File: src/rtl/cycle_vector_engine.sv
// Per-cycle pattern engine: plays one test vector per tester cycle onto the
// pin driver, compares the bus loopback at a programmable strobe phase and
// reports masked mismatches with a saturating error count.
module cycle_vector_engine #(
   parameter int w        = 1,
   parameter int PERIOD_W = 8,
   parameter int CNT_W    = 16
) (
   input  logic                clk,
   input  logic                rst,
   input  logic                enable,
   input  logic [PERIOD_W-1:0] period,
   input  logic [PERIOD_W-1:0] strobe,
   input  logic                vec_valid,
   output logic                vec_ready,
   input  logic [w-1:0]        vec_drive,
   input  logic [w-1:0]        vec_oe,
   input  logic [w-1:0]        vec_expect,
   input  logic [w-1:0]        vec_mask,
   output logic [w-1:0]        X_out,
   output logic [w-1:0]        X_drive,
   input  logic [w-1:0]        X_in,
   output logic                fail_valid,
   output logic [w-1:0]        fail_bits,
   output logic [CNT_W-1:0]    fail_index,
   output logic [CNT_W-1:0]    err_count,
   output logic                underrun,
   output logic                busy
);

   typedef enum logic {
      IDLE   = 1'b0,
      ACTIVE = 1'b1
   } state_t;

   state_t              state_q;
   state_t              state_d;
   logic [PERIOD_W-1:0] phase;
   logic [PERIOD_W-1:0] last_l;     // period-1 of the running vector
   logic [PERIOD_W-1:0] strobe_l;
   logic [w-1:0]        expect_l;
   logic [w-1:0]        mask_l;
   logic [CNT_W-1:0]    index;
   logic                started;    // at least one vector accepted since reset

   logic [PERIOD_W-1:0] last_in;
   logic [PERIOD_W-1:0] strobe_in;
   logic                accept;
   logic                at_boundary;
   logic                at_strobe;
   logic [w-1:0]        mm;

   // A zero period behaves as one clk; the strobe can never lie past the last phase.
   assign last_in     = (period == '0) ? '0 : period - PERIOD_W'(1);
   assign strobe_in   = (strobe > last_in) ? last_in : strobe;

   assign at_boundary = (state_q == ACTIVE) && (phase == last_l);
   assign at_strobe   = (state_q == ACTIVE) && (phase == strobe_l);
   assign mm          = (X_in ^ expect_l) & mask_l;
   assign accept      = vec_valid & vec_ready;
   assign busy        = (state_q == ACTIVE);

   // Next-state and handshake decode; ready only opens at a vector boundary.
   always_comb begin
      // NOTE: every output of this block gets a default first so no latch is inferred.
      state_d   = state_q;
      vec_ready = 1'b0;
      if (!rst) begin
         unique case (state_q)
            IDLE: begin
               vec_ready = enable;
               if (enable && vec_valid) state_d = ACTIVE;
            end
            ACTIVE: begin
               if (phase == last_l) begin
                  vec_ready = enable;
                  if (!(enable && vec_valid)) state_d = IDLE;
               end
            end
            default: state_d = IDLE;
         endcase
      end
   end

   // State register.
   always_ff @(posedge clk) begin
      // NOTE: sequential state uses non-blocking assignments so every register samples pre-edge values.
      if (rst) state_q <= IDLE;
      else     state_q <= state_d;
   end

   // Vector datapath: load on accept, release the bus on a stop, compare at the strobe.
   always_ff @(posedge clk) begin
      if (rst) begin
         X_out      <= '0;
         X_drive    <= '0;
         expect_l   <= '0;
         mask_l     <= '0;
         last_l     <= '0;
         strobe_l   <= '0;
         phase      <= '0;
         index      <= '0;
         started    <= 1'b0;
         fail_valid <= 1'b0;
         fail_bits  <= '0;
         fail_index <= '0;
         err_count  <= '0;
         underrun   <= 1'b0;
      end else begin
         fail_valid <= 1'b0;

         // Compare uses the vector currently on the pins, even if this edge replaces it.
         if (at_strobe && (mm != '0)) begin
            fail_valid <= 1'b1;
            fail_bits  <= mm;
            fail_index <= index;
            if (err_count != {CNT_W{1'b1}}) err_count <= err_count + CNT_W'(1);
         end

         if (accept) begin
            X_out    <= vec_drive;
            X_drive  <= vec_oe;
            expect_l <= vec_expect;
            mask_l   <= vec_mask;
            last_l   <= last_in;
            strobe_l <= strobe_in;
            phase    <= '0;
            started  <= 1'b1;
            // The index names the vector: the first one after reset is 0, every later one counts up.
            if (started) index <= index + CNT_W'(1);
         end else if (at_boundary) begin
            X_drive <= '0;
            phase   <= '0;
            if (enable) underrun <= 1'b1;
         end else if (state_q == ACTIVE) begin
            phase <= phase + PERIOD_W'(1);
         end
      end
   end

endmodule

File: config.mk
export PLATFORM = sky130hd
export DESIGN_NAME = cycle_vector_engine
export DESIGN_NICKNAME = d
export VERILOG_FILES = /design/src/rtl/cycle_vector_engine.sv
export SDC_FILE = /design/constraint.sdc
export NUM_CORES = 1
export LEC_CHECK = 0
export CORE_AREA = 8 8 139 141
export CTS_CLUSTER_SIZE = 14
export DETAILED_ROUTE_END_ITERATION = 8
export DIE_AREA = 0 0 147 149
export GPL_TIMING_DRIVEN = 0
export PLACE_DENSITY = 0.53
export SYNTH_ARGS = -nofsm -noshare
export SYNTH_HDL_FRONTEND = slang
export SYNTH_SLANG_ARGS = --single-unit
File: constraint.sdc
create_clock -name clk -period 3.15 [get_ports clk]
set_clock_uncertainty 0.1 [all_clocks]
set_input_delay 0.315 -clock clk [delete_from_list [all_inputs] [get_ports clk]]
set_output_delay 0.315 -clock clk [all_outputs]
set_load 0.03 [all_outputs]
After elaboration in Yosys (flattened, before gate mapping). Cells that the tools add are included.

Register bits after elaboration: 81. Input bits: 25.

Add/subtract/negate cells: 4. Magnitude comparators: 1. Equality and inequality tests: 3. Mux-type cells: 11. Bitwise operators: 5. Reduce and logical (&&, ||, !) cells: 10.

Operator list (count): $add A16 B1 Y16 const B (2); $eq A8 B8 Y1 (2); $mux W8 (2); $ne A16 B16 Y1 const B (1); $add A8 B1 Y8 const B (1); $gt A8 B8 Y1 (1); $logic_not A8 Y1 (1); $sub A8 B1 Y8 const B (1); $mux W1 (7); $logic_and A1 B1 Y1 (4); $pmux W1 S2 (2); $reduce_and A2 Y1 (2); $reduce_and A3 Y1 (1); $reduce_or A3 Y1 (1); $and A1 B1 Y1 (2); $not A1 Y1 (2); $reduce_bool A2 Y1 (1); $xor A1 B1 Y1 (1).

Longest topological paths before layout.
Depth after elaboration: 7. Depth in mapped cells: 12.

Least setup slack after synthesis. Ideal clock, no wire load.

Path kind: in2reg. Start: input port period[3]. End: register strobe_l[0]. Setup time: 0.142 ns. Arrival time: 2.582 ns. Data required time: 2.908 ns. Slack: 0.326 ns. Cell stages on the path: 10. Path buffers: 0. Path through: or3_1 or4_1 a21oi_1 inv_1 ha_1 a21oi_1 o21a_1 o22ai_2 mux2i_1 a211oi_1.

Word-level cells in the longest chain between the ends: 4. Elaborated cells between the ends (all ways): 5. Classes of those cells: add/sub: 1; order compare: 1; mux: 2; reduce/logical: 1.

Ends and longest elaborated chain: start, declared (RTL line 12) `input logic [PERIOD_W-1:0] period,`; $sub A8 B1 Y8 / $logic_not A8 Y1 (equally long branches) (RTL line 54) `assign last_in = (period == '0) ? '0 : period - PERIOD_W'(1);`; $mux W8 * (RTL line 54); $gt A8 B8 Y1 (RTL line 55) `assign strobe_in = (strobe > last_in) ? last_in : strobe;`; $mux W8 * (RTL line 55); end signal, assigned (RTL line 126) `strobe_l <= strobe_in;`; end, declared (RTL line 40) `logic [PERIOD_W-1:0] strobe_l;`.

Every way passes the cells marked *; elsewhere a longest branch is shown, timed or not. A chain may end at the register's enable or synchronous reset.

Final worst setup path.
Start: input port period[4]. End: register strobe_l[5].

Same word-level chain as after synthesis.

==> run_results.csv <==
group,metric,value,unit
outcome,status,"completed",
logic_synthesis,syn_nets,527,
logic_synthesis,ys_ff_latch,81,
logic_synthesis,synth_commonest_cells,"dfxtp_1 (81), nand2_1 (52), a21oi_1 (42)",
timing,final.setup.tns,0,ns
job,cap_violations,0,
routing,routed_wl,12.8,mm
hold_path,hold_path.class,"flop to flop",
power_and_ir_drop,netSwitchingFraction,0.259,
timing,finalHoldViolations,0,
routing,drtAntennaViolNets,0,
final_layout,area_growth,31.1,%
power_and_ir_drop,p_clk_frac,0.442,
clock_network,cts_buffers,9,
power_and_ir_drop,comb_power_share,0.117,
critical_path,critPathKind,"primary input to flop",
die,die_w,147,um
critical_path,slowest_delay,0.48,ns
power_and_ir_drop,ir_drop,0.209,mV
timing,fin_crit_sh,0.961,
placed_design,dp_worst_setup_slack,-0.564,ns
placed_design,dp_hpwl,9.60,mm
critical_path,reg2reg_from,"busy",
global_route,track_usage,0.117,
global_route,antenna_found_initial,0,
timing,max_slew_margin,0.177,
die,die_area,0.0219,sq mm
die,dieHeight,149,um
timing,worst_slack,0.122,ns
routing,drc,0,
logic_synthesis,syn-mean-instance-area,8.52,sq um
clock_network,htreeDepth,3,
critical_path,cp_cell_sequence,"clkdlybuf4s50_1 -> or3_4 -> or4_1 -> a21oi_2 -> inv_1 -> ha_1 -> nand4_1 -> nand2b_4 -> o22ai_4 -> buf_4 -> mux2i_1 -> a211oi_1",
routing,routed_via_density,4.97,
critical_path,worstPathArrival,3.12,ns
power_and_ir_drop,p_int,1.77,mW
power_and_ir_drop,seqPwrFrac,0.441,
logic_synthesis,netlist_area,0.00417,sq mm
clock_network,cts_num_sinks,81,
logic_synthesis,yosys-top-cells-area,"dfxtp_1 (39%), a21oi_1 (5.0%), nand2_1 (4.7%)",
critical_path,timing.critical_path.buf_inv,3,
timing,final_max_slew_viol_count,0,
critical_path,crit_family,"simple AND/OR/NAND/NOR gates",
critical_path,regToRegSetupSlack,0.44,ns
critical_path,r2r_end,"fail_index[2]",
final_layout,drive_above_1_share,0.112,
timing,setup_viol,0,
timing,tightest_slew,1.22,ns
critical_path,crit_path_max_fanout,4,
logic_synthesis,synth_edf_count,0,
routing,vias,3959,
logic_synthesis,synth_ff_type,"dfxtp_1",
placed_design,portBuffers,63,
critical_path,worstSetupStartpointType,"primary input",
die,start_util,0.245,
die,io_pins,64,
critical_path,cp.depth,12,
global_route,grt_pass1_vias,3998,
final_layout,antenna_cells,0,
clock_network,path_clk_slew,0.06,ns
critical_path,timing.critical_path.from,"period[4]",
logic_synthesis,yosys_warnings,0,
routing,firstDrtPassIters,4,
logic_synthesis,synth_most_common_cell,"dfxtp_1",
timing,max_freq,330,MHz
logic_synthesis,synth.lib_cells_used.distinct,44,
clock_network,clock_path_buffers,2,
routing,drtIter0Drc,283,
logic_synthesis,synth.largest_area_cell,"dfxtp_1",
clock_network,cts_tree,"yes",
global_route,grt_pass1_wl,20.6,mm
placed_design,finalWeightedCongestion,0.822,
critical_path,ff2ff_path_depth,6,
final_layout,nNetsFinal,605,
clock_network,root_buffer,"clkbuf_16",
power_and_ir_drop,power_density,437,mW/mm^2
logic_synthesis,async_flop_share,0,
routing,drt-wirelength-per-cell,16.0,um
die,fp-row-count,48,
global_route,gr-total-overflow,0,
power_and_ir_drop,power.leakage,1.94,nW
timing,post-route-min-period,3.03,ns
critical_path,critPathSlowestCell,"clkdlybuf4s50_1",
critical_path,crit_path_end,"strobe_l[5]",
die,core-area,0.0171,sq mm
logic_synthesis,synth_cells,490,
logic_synthesis,synth-seq-area-share,0.389,
critical_path,critPathRequiredTime,3.24,ns
logic_synthesis,synth.top_cell.area_share,0.389,
global_route,grt_start_max_net_pins,15,
power_and_ir_drop,switchingPower,619,uW
clock_network,clk-insertion-delay-late,0.35,ns
critical_path,endpoint_kind,"flop",
[cells by family after synthesis]
logic type,Yosys count,share of synthesized area
compound gates,103,0.160
xor+xnor,26,0.0546
mux,26,0.0657
flops,81,0.389
fa+ha+maj,12,0.0360
buf+inv,45,0.0471
simple gates,197,0.248
[layout make-up]
type,count,area (sq um)
fill,1787,11600
clock buffer,9,225
sequential,81,1620
tap,225,282
inverter,14,52.6
buffer,31,145
multi-input combinational,364,2410
clock inverter,6,68.8
timing repair buffer,67,668
[sequential cells by signal, indices dropped and copies added (netlist names)]
signal      count
fail_bits       1
index          16
expect_l        1
err_count      16
started         1
phase           8
underrun        1
X_drive         1
X_out           1
busy            1
strobe_l        8
mask_l          1
fail_valid      1
last_l          8
fail_index     16
[tightest hold or removal path, stage by stage, from the launching register on]
cell and delay, ns:
dfxtp_1 0.31, nand2_1 0.05, a21oi_1 0.05
[worst min-delay path by stage]
stage                               from        endpoint  slack, ns  cells past startpoint
after detailed placement  fail_index[15]  fail_index[15]       0.35                      2
final                     fail_index[15]  fail_index[15]       0.35                      2
after CTS                 fail_index[15]  fail_index[15]       0.35                      2
after floorplan                index[15]  fail_index[15]       0.35                      2
after global routing       fail_index[3]   fail_index[3]       0.37                      2
after global placement    fail_index[14]  fail_index[14]       0.34                      2
[layout by cell type (no fill, tap or decap), types with 10 or more instances in the layout]
| master | count |
|---|---|
| o21ai_0 | 12 |
| nor2b_1 | 11 |
| nand3_1 | 27 |
| mux2i_1 | 15 |
| and3_1 | 10 |
| clkdlybuf4s50_1 | 60 |
| dfxtp_1 | 81 |
| or2_2 | 12 |
| nand2_1 | 52 |
| a21oi_1 | 41 |
| clkbuf_1 | 22 |
| o41ai_1 | 12 |
| inv_1 | 14 |
| nor2_1 | 26 |
| ha_1 | 11 |
| nand4_1 | 18 |
| xnor2_1 | 20 |
[routing by layer]
layer  up-vias  track usage  part of all wire
met1      1907        0.137              0.44
li1       1946            -                 -
met4         0       0.0592             0.020
met5         -            0                 0
met2        89        0.199              0.49
met3        17       0.0267             0.044
[power by group through the flow]
stage | clock (mW) | combinational (mW) | sequential (mW)
2_1_floorplan | 0 | 0.157 | 1.08
3_3_place_gp | 0 | 0.252 | 1.08
3_5_place_dp | 0 | 0.261 | 1.08
4_1_cts | 1.07 | 0.267 | 1.06
5_1_grt | 1.12 | 0.307 | 1.06
6_report | 1.06 | 0.280 | 1.06
[through the flow]
step           utilization  instances  total power [mW]  hold WS [ns]  area (sq um)
6_report             0.321        797              2.39         0.348          5470
5_1_grt              0.321        797              2.48         0.371          5470
4_1_cts              0.316        793              2.39         0.355          5390
3_5_place_dp         0.298        778              1.34         0.346          5080
3_3_place_gp         0.298        778              1.33         0.341          5080
2_1_floorplan            -        490              1.24         0.345          4170
[timing repair]
item | 4_1_cts | 5_1_grt
cloned | 0 | 0
hold buffers | 0 | 0
endpoints found under the setup margin | 9 | 9
pin swaps | 1 | 2
gates resized for setup | 5 | 13
setup buffers | 0 | 4
No activity file was read; power rests on OpenSTA's default activity.
